`src/rtl/field_arith_defs.sv`:
```
// Shared field-arithmetic definitions: width of one field element.
`ifndef FIELD_ARITH_DEFS_SV
`define FIELD_ARITH_DEFS_SV
`define F_NBITS 32
`endif

```
`src/rtl/computation_layer_drain_pkg.sv`:
```
// Shared constants for the layer drain: data width, FSM encodings, index-width helper.
`ifndef FIELD_ARITH_DEFS_SV
`include "field_arith_defs.sv"
`endif

package computation_layer_drain_pkg;

  localparam int DATA_W = `F_NBITS;

  localparam logic [0:0] ST_IDLE   = 1'b0;
  localparam logic [0:0] ST_STREAM = 1'b1;

  // Index width for a count of n items, never narrower than one bit.
  function automatic int idx_bits(input int n);
    return (n > 1) ? $clog2(n) : 1;
  endfunction

endpackage

```
`src/rtl/computation_layer_drain_ctr.sv`:
```
// Iteration-major / gate-minor index pair for the drain stream; clr has priority over inc.
module computation_layer_drain_ctr #(
  parameter int ngates     = 8,
  parameter int nIters     = 1,
  parameter int nCountBits = 1,
  parameter int ngbits     = 3
) (
  input  logic                  clk,
  input  logic                  rst,
  input  logic                  clr,
  input  logic                  inc,
  output logic [nCountBits-1:0] iter,
  output logic [ngbits-1:0]     gate,
  output logic                  last
);

  localparam logic [ngbits-1:0]     GATE_MAX = ngbits'(ngates - 1);
  localparam logic [nCountBits-1:0] ITER_MAX = nCountBits'(nIters - 1);

  logic [nCountBits-1:0] iter_q, iter_d;
  logic [ngbits-1:0]     gate_q, gate_d;

  always_comb begin
    iter_d = iter_q;
    gate_d = gate_q;
    if (clr) begin
      iter_d = '0;
      gate_d = '0;
    end else if (inc) begin
      if (gate_q == GATE_MAX) begin
        gate_d = '0;
        iter_d = (iter_q == ITER_MAX) ? '0 : iter_q + nCountBits'(1);
      end else begin
        gate_d = gate_q + ngbits'(1);
      end
    end
  end

  always_ff @(posedge clk or posedge rst) begin
    if (rst) begin
      iter_q <= '0;
      gate_q <= '0;
    end else begin
      iter_q <= iter_d;
      gate_q <= gate_d;
    end
  end

  assign iter = iter_q;
  assign gate = gate_q;
  assign last = (iter_q == ITER_MAX) && (gate_q == GATE_MAX);

endmodule

```
`src/rtl/computation_layer_drain.sv`:
```
// Snapshots a layer's outputs on load and streams them one word per cycle over valid/ready.
// A load coinciding with the final transfer chains straight into the next snapshot.
module computation_layer_drain
  import computation_layer_drain_pkg::*;
#(
  parameter int  ngates     = 8,
  parameter int  nIters     = 1,
  parameter int  nCountBits = 1,
  localparam int ngbits     = idx_bits(ngates)
) (
  input  logic                                         clk,
  input  logic                                         rst,
  input  logic                                         load,
  input  logic [nIters-1:0][ngates-1:0][DATA_W-1:0]    v_in,
  output logic [DATA_W-1:0]                            out_data,
  output logic [nCountBits-1:0]                        out_iter,
  output logic [ngbits-1:0]                            out_gate,
  output logic                                         out_valid,
  input  logic                                         out_ready,
  output logic                                         out_last,
  output logic                                         busy,
  output logic                                         done,
  output logic                                         overrun
);

  if (ngates < 1 || nIters < 1 || nCountBits < 1 ||
      (nIters > 1 && nCountBits < $clog2(nIters))) begin : g_param_err
    $error("computation_layer_drain: illegal ngates/nIters/nCountBits combination");
  end

  logic [0:0] state_q, state_d;
  logic       done_q, done_d;
  logic       overrun_q, overrun_d;
  logic [nIters-1:0][ngates-1:0][DATA_W-1:0] snap_q, snap_d;

  logic                  xfer, last_xfer, accept;
  logic [nCountBits-1:0] ctr_iter;
  logic [ngbits-1:0]     ctr_gate;
  logic                  ctr_last;

  always_comb begin
    xfer      = (state_q == ST_STREAM) && out_ready;
    last_xfer = xfer && ctr_last;
    // A load is taken when idle, or exactly as the final word leaves.
    accept    = load && ((state_q == ST_IDLE) || last_xfer);
    state_d   = state_q;
    if (accept) begin
      state_d = ST_STREAM;
    end else if (last_xfer) begin
      state_d = ST_IDLE;
    end
    snap_d    = accept ? v_in : snap_q;
    done_d    = last_xfer;
    overrun_d = overrun_q | (load & ~accept);
  end

  always_ff @(posedge clk or posedge rst) begin
    if (rst) begin
      state_q   <= ST_IDLE;
      done_q    <= 1'b0;
      overrun_q <= 1'b0;
    end else begin
      state_q   <= state_d;
      done_q    <= done_d;
      overrun_q <= overrun_d;
    end
  end

  // Snapshot is data-only; its contents are meaningless until the first load.
  always_ff @(posedge clk) begin
    snap_q <= snap_d;
  end

  computation_layer_drain_ctr #(
    .ngates    (ngates),
    .nIters    (nIters),
    .nCountBits(nCountBits),
    .ngbits    (ngbits)
  ) u_ctr (
    .clk (clk),
    .rst (rst),
    .clr (accept),
    .inc (xfer),
    .iter(ctr_iter),
    .gate(ctr_gate),
    .last(ctr_last)
  );

  assign out_data  = snap_q[ctr_iter][ctr_gate];
  assign out_iter  = ctr_iter;
  assign out_gate  = ctr_gate;
  assign out_last  = ctr_last;
  assign busy      = (state_q == ST_STREAM);
  assign out_valid = busy;
  assign done      = done_q;
  assign overrun   = overrun_q;

endmodule

```
`config.mk`:
```
export PLATFORM = sky130hd
export DESIGN_NAME = computation_layer_drain
export DESIGN_NICKNAME = d
export VERILOG_FILES = /design/src/rtl/computation_layer_drain_pkg.sv /design/src/rtl/computation_layer_drain_ctr.sv /design/src/rtl/computation_layer_drain.sv
export VERILOG_INCLUDE_DIRS = /design/src /design/src/rtl
export SDC_FILE = /design/constraint.sdc
export NUM_CORES = 1
export LEC_CHECK = 0
export ABC_AREA = 1
export BUFFER_PORTS_ARGS = -buffer_cell sky130_fd_sc_hd__buf_2
export CAP_MARGIN = 30
export CORE_MARGIN = 5
export CORE_UTILIZATION = 30
export CTS_CLUSTER_DIAMETER = 60
export CTS_CLUSTER_SIZE = 14
export DETAILED_ROUTE_END_ITERATION = 6
export PLACE_DENSITY = 0.51
export SYNTH_ARGS = -nofsm -noshare
export SYNTH_HDL_FRONTEND = slang
export SYNTH_SLANG_ARGS = --single-unit
```
`constraint.sdc`:
```
create_clock -name clk -period 15.1 [get_ports clk]
set_input_delay 0.755 -clock clk [delete_from_list [all_inputs] [get_ports clk]]
set_output_delay 0.755 -clock clk [all_outputs]
set_load 0.01 [all_outputs]
```
==> results of run 1 <==
[synth_stat cells]
cell type,number,share of area
nand2_1,423,0.14
inv_1,263,0.087
edfxtp_1,256,0.68
nand3_1,129,0.057
buf_2,32,0.014
clkbuf_1,10,0.0033
dfrtp_1,6,0.013
buf_1,5,0.0017
buf_4,3,0.0020
o21ai_0,3,0.0013
ha_1,2,0.0022
inv_2,2,0.00066
nor2_1,2,0.00066
a21oi_1,1,0.00044
conb_1,1,0.00033
nand4_1,1,0.00055
o21bai_1,1,0.00066
[state kept, by name, indices dropped and copies added (netlist names)]
name        count
overrun         1
snap_q        256
busy            1
done            1
u_ctr.gate      3
[per-stage QoR]
step	hold WS [ns]	utilization	cell area [µm²]	total power [mW]	cells
floorplan	0.513	-	11400	1.34	1140
global placement	0.461	0.356	13400	1.62	1909
detailed placement	0.473	0.356	13400	1.62	1909
CTS	0.0973	0.380	14300	2.32	1962
global route	0.125	0.381	14300	2.43	1964
finish	0.123	0.381	14300	2.28	1965
[cell families (layout without fill, tap and decap cells)]
group                      after synthesis  count (layout)  share of synthesized area
AOI/OAI and AO/OA                        5               5                    0.00242
DFF                                    262             262                      0.689
buffers and inverters                  315             627                      0.108
other                                    1               3                   0.000330
adders and majority gates                2               2                    0.00220
and+or+nand+nor                        555             555                      0.198
[area by class of cell]
cell class / count / area share
inverters: 265 / 0.0697
diodes: 2 / 0.000350
clock inverters: 17 / 0.0101
repair buffers: 309 / 0.112
multi-input cells: 563 / 0.161
flip-flops and latches: 262 / 0.548
well taps: 511 / 0.0447
clock buffers: 36 / 0.0539
[worst max path at each step]
stage,endpoint,startpoint
2_1_floorplan,u_ctr.gate[1]$_DFFE_PP0P_,u_ctr.gate[0]$_DFFE_PP0P_
3_3_place_gp,snap_q[114]$_DFFE_PP_,u_ctr.gate[0]$_DFFE_PP0P_
3_5_place_dp,snap_q[114]$_DFFE_PP_,u_ctr.gate[0]$_DFFE_PP0P_
4_1_cts,out_data[31],u_ctr.gate[0]$_DFFE_PP0P_
5_1_grt,out_data[0],u_ctr.gate[0]$_DFFE_PP0P_
6_report,out_data[6],u_ctr.gate[0]$_DFFE_PP0P_
[report_power, final]
| part | internal, mW | leakage (nW) | switching (mW) |
|---|---|---|---|
| Combinational | 0.224 | 4.07 | 0.509 |
| Sequential | 0.849 | 2.38 | 0.0140 |
| Clock | 0.384 | 0.443 | 0.298 |
| Total | 1.46 | 6.89 | 0.820 |
[worst max-delay path: stages (launching register included)]
cell     delay [ns]
dfrtp_4        0.39
buf_4          0.65
inv_4          0.40
buf_4          0.27
buf_16         0.21
nand2_1        0.15
nand3_1        0.07
nand2_1        0.11
nand2_1        0.09
nand2_1        0.10
buf_2          0.13
[per-layer routing]
metal | part of all wire | vias to the layer above | track usage
met3 | 0.053 | 43 | 0.0264
li1 | - | 4121 | -
met5 | 0 | - | 0
met2 | 0.47 | 208 | 0.238
met4 | 0.028 | 0 | 0.0424
met1 | 0.45 | 3775 | 0.206
==> results.ini, run 1 <==
[sta]
min_period_ns=4.04
worst_slew_pin_slew_ns=1.18
finalSetupViolations=0
max_slew_margin=0.216
rsz0062_at_grt=no
drv_slew=0
finalCritPeriodShare=0.268
setup_tns_ns=0
clock_skew_ns=0.0146
fmax_mhz=247
worst_slack_ns=11.06
hold_viol=0

[synthesis]
netlist_instances=1140
syn_nets=1402
yosysWarnings=0
avgSynthCellArea_um2=9.98
ys_ff_latch=262
seq_area_frac_synth=0.689
synth.distinct_cells=17
synth_area_um2=11400

[setup_path]
reg2reg_from=u_ctr.gate[0]$_DFFE_PP0P_
worst_setup_path_start_kind=register
worstSetupPathType=reg -> out
ff2ff_setup_slack_ns=11.16
arrival_ns=3.29
ff2ff_path_depth=7
crit_required_ns=14.35
critPathCaptureType=primary output
crit_fanout=85
r2r-end=snap_q[236]$_DFFE_PP_

[layout]
mostFrequentLayoutCell=nand2_1
ff_latch_area_um2=7840
drive_gt1_frac=0.247
multiInputGateArea_um2=2310
fillCellCount=3788
fin_nets=1692
final_cell_mix=nand2_1, buf_2, inv_1, edfxtp_1, nand3_1
syn2layout_area_growth_pct=25.9

[power_and_ir_drop]
cellPowerDensity_nw_per_um2=159
irDropWorstVdd_mv=0.101
p_leak_nw=6.89

[global_routing]
grt_remaining_overflow=0
grt_max_degree=198
antenna_found_initial=2
grt_pass1_vias=7924
grt_pass1_wl_um=47300
grtUsageTotal=0.148

[cts]
clk_pin_slew_ns=0.06
clock-sinks=262
numCtsBuffers=29
cts_resized=0
postCtsSetupBuffers=0
clk_path_buf_depth=3
htree_levels=1
cts_tree=done
cts_hold_buf=0
root_buffer=clkbuf_16
clk_latency_ns=0.56

[placed_design]
numPortBuffers=299
dp_hpwl_um=22000
gp_congestion=0.810
dpl_worst_slack_ns=11.22

[floorplanning]
ioPinCount=301
die_y_um=205
die_width_um=205
coreArea_um2=37600
num_rows=71
initial_core_util=0.303
dieArea_um2=41900

[route]
postRouteAntennaNets=0
wire_per_inst_um=16.5
vias=8147
avgViaCountPerCell=4.15
drtIter0Drc=406
drt_first_pass_iters=5
routed_wl_um=32400
drc=0

[status]
status=completed

[flow_run]
cap_violations=0

[min_path]
hp-class=in -> async

Power figures use the tool's default switching activity.
==> run 2: changes to the inputs <==
PLACE_DENSITY = 0.53   (was 0.51)
clock period = 3.4 ns   (was 15.1 ns; I/O delays follow)
==> results.ini, run 2 (synthesized netlist as in run 1, its figures left out) <==
[cts]
cts_hold_buf=260  ; +260
postCtsSetupBuffers=0  ; unchanged
clk_pin_slew_ns=0.06  ; about the same
cts_resized=0  ; unchanged
root_buffer=clkbuf_16
numCtsBuffers=29  ; unchanged
htree_levels=1  ; unchanged
clk_latency_ns=0.56  ; about the same
clock-sinks=262  ; unchanged
cts_tree=done
clk_path_buf_depth=3  ; unchanged

[route]
drc=0  ; unchanged
vias=9506  ; +17%
drt_first_pass_iters=5  ; unchanged
avgViaCountPerCell=4.27  ; +3.0%
routed_wl_um=36800  ; +13%
wire_per_inst_um=16.5  ; about the same
postRouteAntennaNets=0  ; unchanged
drtIter0Drc=671  ; +65%

[sta]
worst_slew_pin_slew_ns=0.961  ; -0.215 ns
max_slew_margin=0.359  ; +0.143
fmax_mhz=375
setup_tns_ns=0  ; unchanged
rsz0062_at_grt=no
worst_slack_ns=0.734  ; -10.32 ns
drv_slew=0  ; unchanged
hold_viol=0  ; unchanged
clock_skew_ns=0.0200  ; +0.00540 ns
finalSetupViolations=0  ; unchanged
min_period_ns=2.67
hold_ws_ns=0.134  ; +0.0109 ns
finalCritPeriodShare=0.784

[status]
status=completed

[global_routing]
grt_pass1_vias=9904  ; +25%
antenna_found_initial=3  ; +1
grtUsageTotal=0.173  ; +0.0250
grt_pass1_wl_um=55900  ; +18%
use_met1=0.217  ; +0.0114
grt_remaining_overflow=0  ; unchanged
top_usage_layer=met2
met2_usage=0.287  ; +0.0491
grt_max_degree=114  ; -42%
grtUsageMet3=0.0255  ; -0.000950

[power_and_ir_drop]
clkPwrFrac=0.292  ; -0.007
intPower_mw=6.73  ; +360%
total_power_mw=10.5  ; +360%
seqPwrFrac=0.364  ; -0.015
cellPowerDensity_nw_per_um2=617  ; +290%
netSwitchingFraction=0.360  ; -0.000453
p_leak_nw=8.01  ; +16%
irDropWorstVdd_mv=0.526  ; +420%
combinationalPowerShare=0.344  ; +0.022
p_switching_mw=3.78  ; +360%

[layout]
drive_gt1_frac=0.215  ; -0.0322
largest_register_ffs=256  ; unchanged
syn2layout_area_growth_pct=49.7
fin_nets=1957  ; +16%
final_cell_mix=nand2_1, buf_2, inv_1, dlygate4sd3_1, edfxtp_1
fillCellCount=3446  ; -9.0%
multiInputGateArea_um2=2350  ; +1.6%
stdcell_count=2226  ; +13%
mostFrequentLayoutCell=nand2_1
largest-register=snap_q
ff_latch_area_um2=7840  ; unchanged

[placed_design]
gp_congestion=0.902  ; +11%
numPortBuffers=299  ; unchanged
dp_hpwl_um=23400  ; +6.5%
dpl_worst_slack_ns=1.26  ; -9.96 ns
dp_cells=1915  ; +0.31%

[setup_path]
ff2ff_setup_slack_ns=1.32  ; -9.84 ns
max_stage_delay_ns=0.73  ; +0.08 ns
worstSetupPathType=reg -> out
endpoint=out_data[22]
crit_required_ns=3.23  ; -11.12 ns
startpoint=u_ctr.gate[1]$_DFFE_PP0P_
ff2ff_path_depth=6  ; -1
r2r-end=snap_q[127]$_DFFE_PP_
cp_num_cells=6  ; -4
reg2reg_from=u_ctr.gate[2]$_DFFE_PP0P_
critPathCaptureType=primary output
cp_common_cell=nand2_1
critPathBufInv=2  ; -3
crit_path_top_delay_cell=buf_4
cp_top_family=buffers and inverters
path_cells=buf_4 > nand3_1 > nand2_1 > nand2_1 > nand2_1 > buf_2
worst_setup_path_start_kind=register
arrival_ns=2.50  ; -0.79 ns
crit_fanout=65  ; -24%

[floorplanning]
die_y_um=205  ; unchanged
num_rows=71  ; unchanged
coreArea_um2=37600  ; unchanged
die_width_um=205  ; unchanged
ioPinCount=301  ; unchanged
initial_core_util=0.303  ; unchanged
dieArea_um2=41900  ; unchanged

[min_path]
hp-class=in -> async

[flow_run]
cap_violations=0  ; unchanged

## run 2: changes by cell type in the layout (fill, tap and decap cells not counted), sizes merged
cell         change
bufinv           +1
clkinvlp         -1
buf              +5
clkinv           +1
dlygate4sd3    +260
inv              -1
clkbuf           -6
diode            +2
## run 2: worst min-delay path by stage
stage	startpoint	endpoint	slack, ns	depth (start not counted)
floorplan	rst	busy$_DFFE_PP0P_	-0.04	1
global placement	rst	done$_DFF_PP0_	0.15	2
detailed placement	rst	done$_DFF_PP0_	0.14	2
CTS	rst	busy$_DFFE_PP0P_	0.11	3
global route	rst	busy$_DFFE_PP0P_	0.15	3
finish	rst	done$_DFF_PP0_	0.13	3
## run 2: final cells by class
type                            instances  share of cell area
Inverter                              265              0.0586
Tap cell                              511              0.0376
Multi-Input combinational cell        563               0.138
Sequential cell                       262               0.461
Antenna cell                            4            0.000588
Clock buffer                           30              0.0428
Timing Repair Buffer                  574               0.251
Clock inverter                         17              0.0109
## run 2: metal layers
metal | wire, µm | vias up
met4 | 2010 | 0
met5 | 0 | -
li1 | - | 4640
met1 | 15200 | 4405
met3 | 1920 | 110
met2 | 17600 | 351
## run 2: tightest hold or removal path: stages
cell and delay (ns):
dlygate4sd3_1 0.53, buf_2 0.12, inv_1 0.25
## run 2: power by group through the flow
stage / Sequential [mW] / Combinational, mW / Clock (mW)
2_1_floorplan: 3.92 / 1.99 / 0
3_3_place_gp: 3.89 / 3.42 / 0
3_5_place_dp: 3.89 / 3.42 / 0
4_1_cts: 3.83 / 3.67 / 3.15
5_1_grt: 3.84 / 4.04 / 3.30
6_report: 3.83 / 3.61 / 3.07
## run 2: stage by stage
step,util,instance area [µm²]
after global placement,0.359,13500
final,0.453,17000
after global routing,0.453,17000
after detailed placement,0.359,13500
after floorplan,-,11400
after CTS,0.453,17000
==> run 3: changes to the inputs <==
clock period = 2.35 ns   (was 3.4 ns; I/O delays follow)
==> results.ini, run 3 (synthesized netlist as in run 1, its figures left out) <==
[status]
status=completed

[cts]
htree_levels=1  ; unchanged
numCtsBuffers=29  ; unchanged
clk_latency_ns=0.58  ; +0.02 ns
cts_tree=done
clk_path_buf_depth=3  ; unchanged
clock-sinks=262  ; unchanged
clk_pin_slew_ns=0.06  ; about the same
root_buffer=clkbuf_16

[setup_path]
crit_fanout=16  ; -75%
worst_setup_path_start_kind=register
arrival_ns=2.15  ; -0.35 ns
r2r-end=snap_q[118]$_DFFE_PP_
reg2reg_from=u_ctr.gate[0]$_DFFE_PP0P_
worstSetupPathType=reg -> out
crit_required_ns=2.23  ; -1.00 ns
ff2ff_path_depth=7  ; +1
ff2ff_setup_slack_ns=0.11  ; -1.21 ns
startpoint=u_ctr.gate[0]$_DFFE_PP0P_
endpoint=out_data[16]
critPathCaptureType=primary output

[sta]
finalSetupViolations=0  ; unchanged
min_period_ns=2.27
drv_slew=0  ; unchanged
setup_tns_ns=0  ; unchanged
finalCritPeriodShare=0.964
rsz0062_at_grt=no
max_slew_margin=0.612  ; +0.253
worst_slew_pin_slew_ns=0.581  ; -0.380 ns
hold_ws_ns=0.0581  ; -0.0756 ns
fmax_mhz=441
clock_skew_ns=0.0169  ; -0.00307 ns
hold_viol=0  ; unchanged

[power_and_ir_drop]
irDropWorstVdd_mv=0.611  ; +16%
cellPowerDensity_nw_per_um2=905  ; +47%
p_leak_nw=8.13  ; +1.5%
total_power_mw=15.7  ; +49%

[route]
drc=0  ; unchanged
avgViaCountPerCell=4.25  ; -0.40%
vias=9540  ; +0.36%
postRouteAntennaNets=0  ; unchanged
drt_first_pass_iters=5  ; unchanged
wire_per_inst_um=16.7  ; +1.3%
drtIter0Drc=605  ; -9.8%
routed_wl_um=37500  ; +2.0%

[floorplanning]
die_y_um=205  ; unchanged
die_width_um=205  ; unchanged
initial_core_util=0.303  ; unchanged
ioPinCount=301  ; unchanged
dieArea_um2=41900  ; unchanged
coreArea_um2=37600  ; unchanged
num_rows=71  ; unchanged

[layout]
fin_nets=1970  ; +0.66%
largest-register=snap_q
stdcell_count=2243  ; +0.76%
final_cell_mix=nand2_1, buf_2, inv_1, dlygate4sd3_1, edfxtp_1
drive_gt1_frac=0.223  ; +0.00772
mostFrequentLayoutCell=nand2_1
largest_register_ffs=256  ; unchanged
final_area_um2=17300  ; +1.8%
syn2layout_area_growth_pct=52.3

[placed_design]
numPortBuffers=299  ; unchanged
placed_area_um2=13600  ; +0.72%
gp_congestion=0.837  ; -7.2%
dp_hpwl_um=22600  ; -3.6%
dp_cells=1918  ; +0.16%

[min_path]
hp-class=in -> async

[global_routing]
grtUsageTotal=0.169  ; -0.00346
antenna_found_initial=4  ; +1
grt_pass1_vias=9626  ; -2.8%
grt_pass1_wl_um=54900  ; -1.9%
grt_remaining_overflow=0  ; unchanged
grt_max_degree=94  ; -18%

[flow_run]
cap_violations=0  ; unchanged

-- run 3: cell types whose count changed in the layout (fill, tap and decap cells not counted), moves of 2 or more --
cell and change:
buf_16 +2, nand2_1 -3, clkbuf_16 +2, buf_12 +6
clkinvlp_4 +2, nand2_2 +3, inv_8 +2, clkinv_1 +4
-- run 3: power by group --
part	internal, mW	switching, mW
Clock	2.41	2.00
Sequential	5.45	0.121
Combinational	2.11	3.58
-- run 3: timing repair --
item	in CTS	in global routing
hold buffers	260	0
resized for setup	6	10
endpoints found under the hold margin	268	0
endpoints found under the setup margin	32	26
cloned	1	4
setup buffers	1	4
-- run 3: per-layer routing --
layer,wire length [µm],vias to the layer above,global-route usage
met3,2080,105,0.0307
met1,16100,4416,0.222
met2,17500,341,0.274
li1,-,4678,-
met5,0,-,0
met4,1880,0,0.0763
-- run 3: worst max-delay path, stage by stage (launching register included) --
cell and delay (ns):
dfrtp_4 0.57, buf_4 0.19, clkbuf_16 0.19, nand2_1 0.09, nand3_1 0.08, nand2_1 0.09, nand2_1 0.11, nand2_1 0.10
buf_2 0.13
-- run 3: how the worst min path moves through the flow --
stage	from	endpoint	slack [ns]
2_1_floorplan	rst	busy$_DFFE_PP0P_	-0.09
3_3_place_gp	rst	done$_DFF_PP0_	0.06
3_5_place_dp	rst	done$_DFF_PP0_	0.06
4_1_cts	rst	u_ctr.gate[0]$_DFFE_PP0P_	0.02
5_1_grt	rst	u_ctr.gate[0]$_DFFE_PP0P_	0.07
6_report	rst	u_ctr.gate[0]$_DFFE_PP0P_	0.06
-- run 3: stage by stage --
step                 util  worst slack (ns)
finish              0.461            0.0835
global route        0.461           0.00465
CTS                 0.457           0.00276
detailed placement  0.362             0.481
global placement    0.362             0.476
floorplan               -             -2.66
-- run 3: area by class of cell --
cell class | instances | area [µm²]
fillers | 3489 | 20200
flip-flops and latches | 262 | 7840
repair inverters | 1 | 11.3
diodes | 4 | 10.0
well taps | 511 | 639
clock inverters | 21 | 185
multi-input cells | 563 | 2350
repair buffers | 586 | 4530
clock buffers | 30 | 729
inverters | 265 | 1030
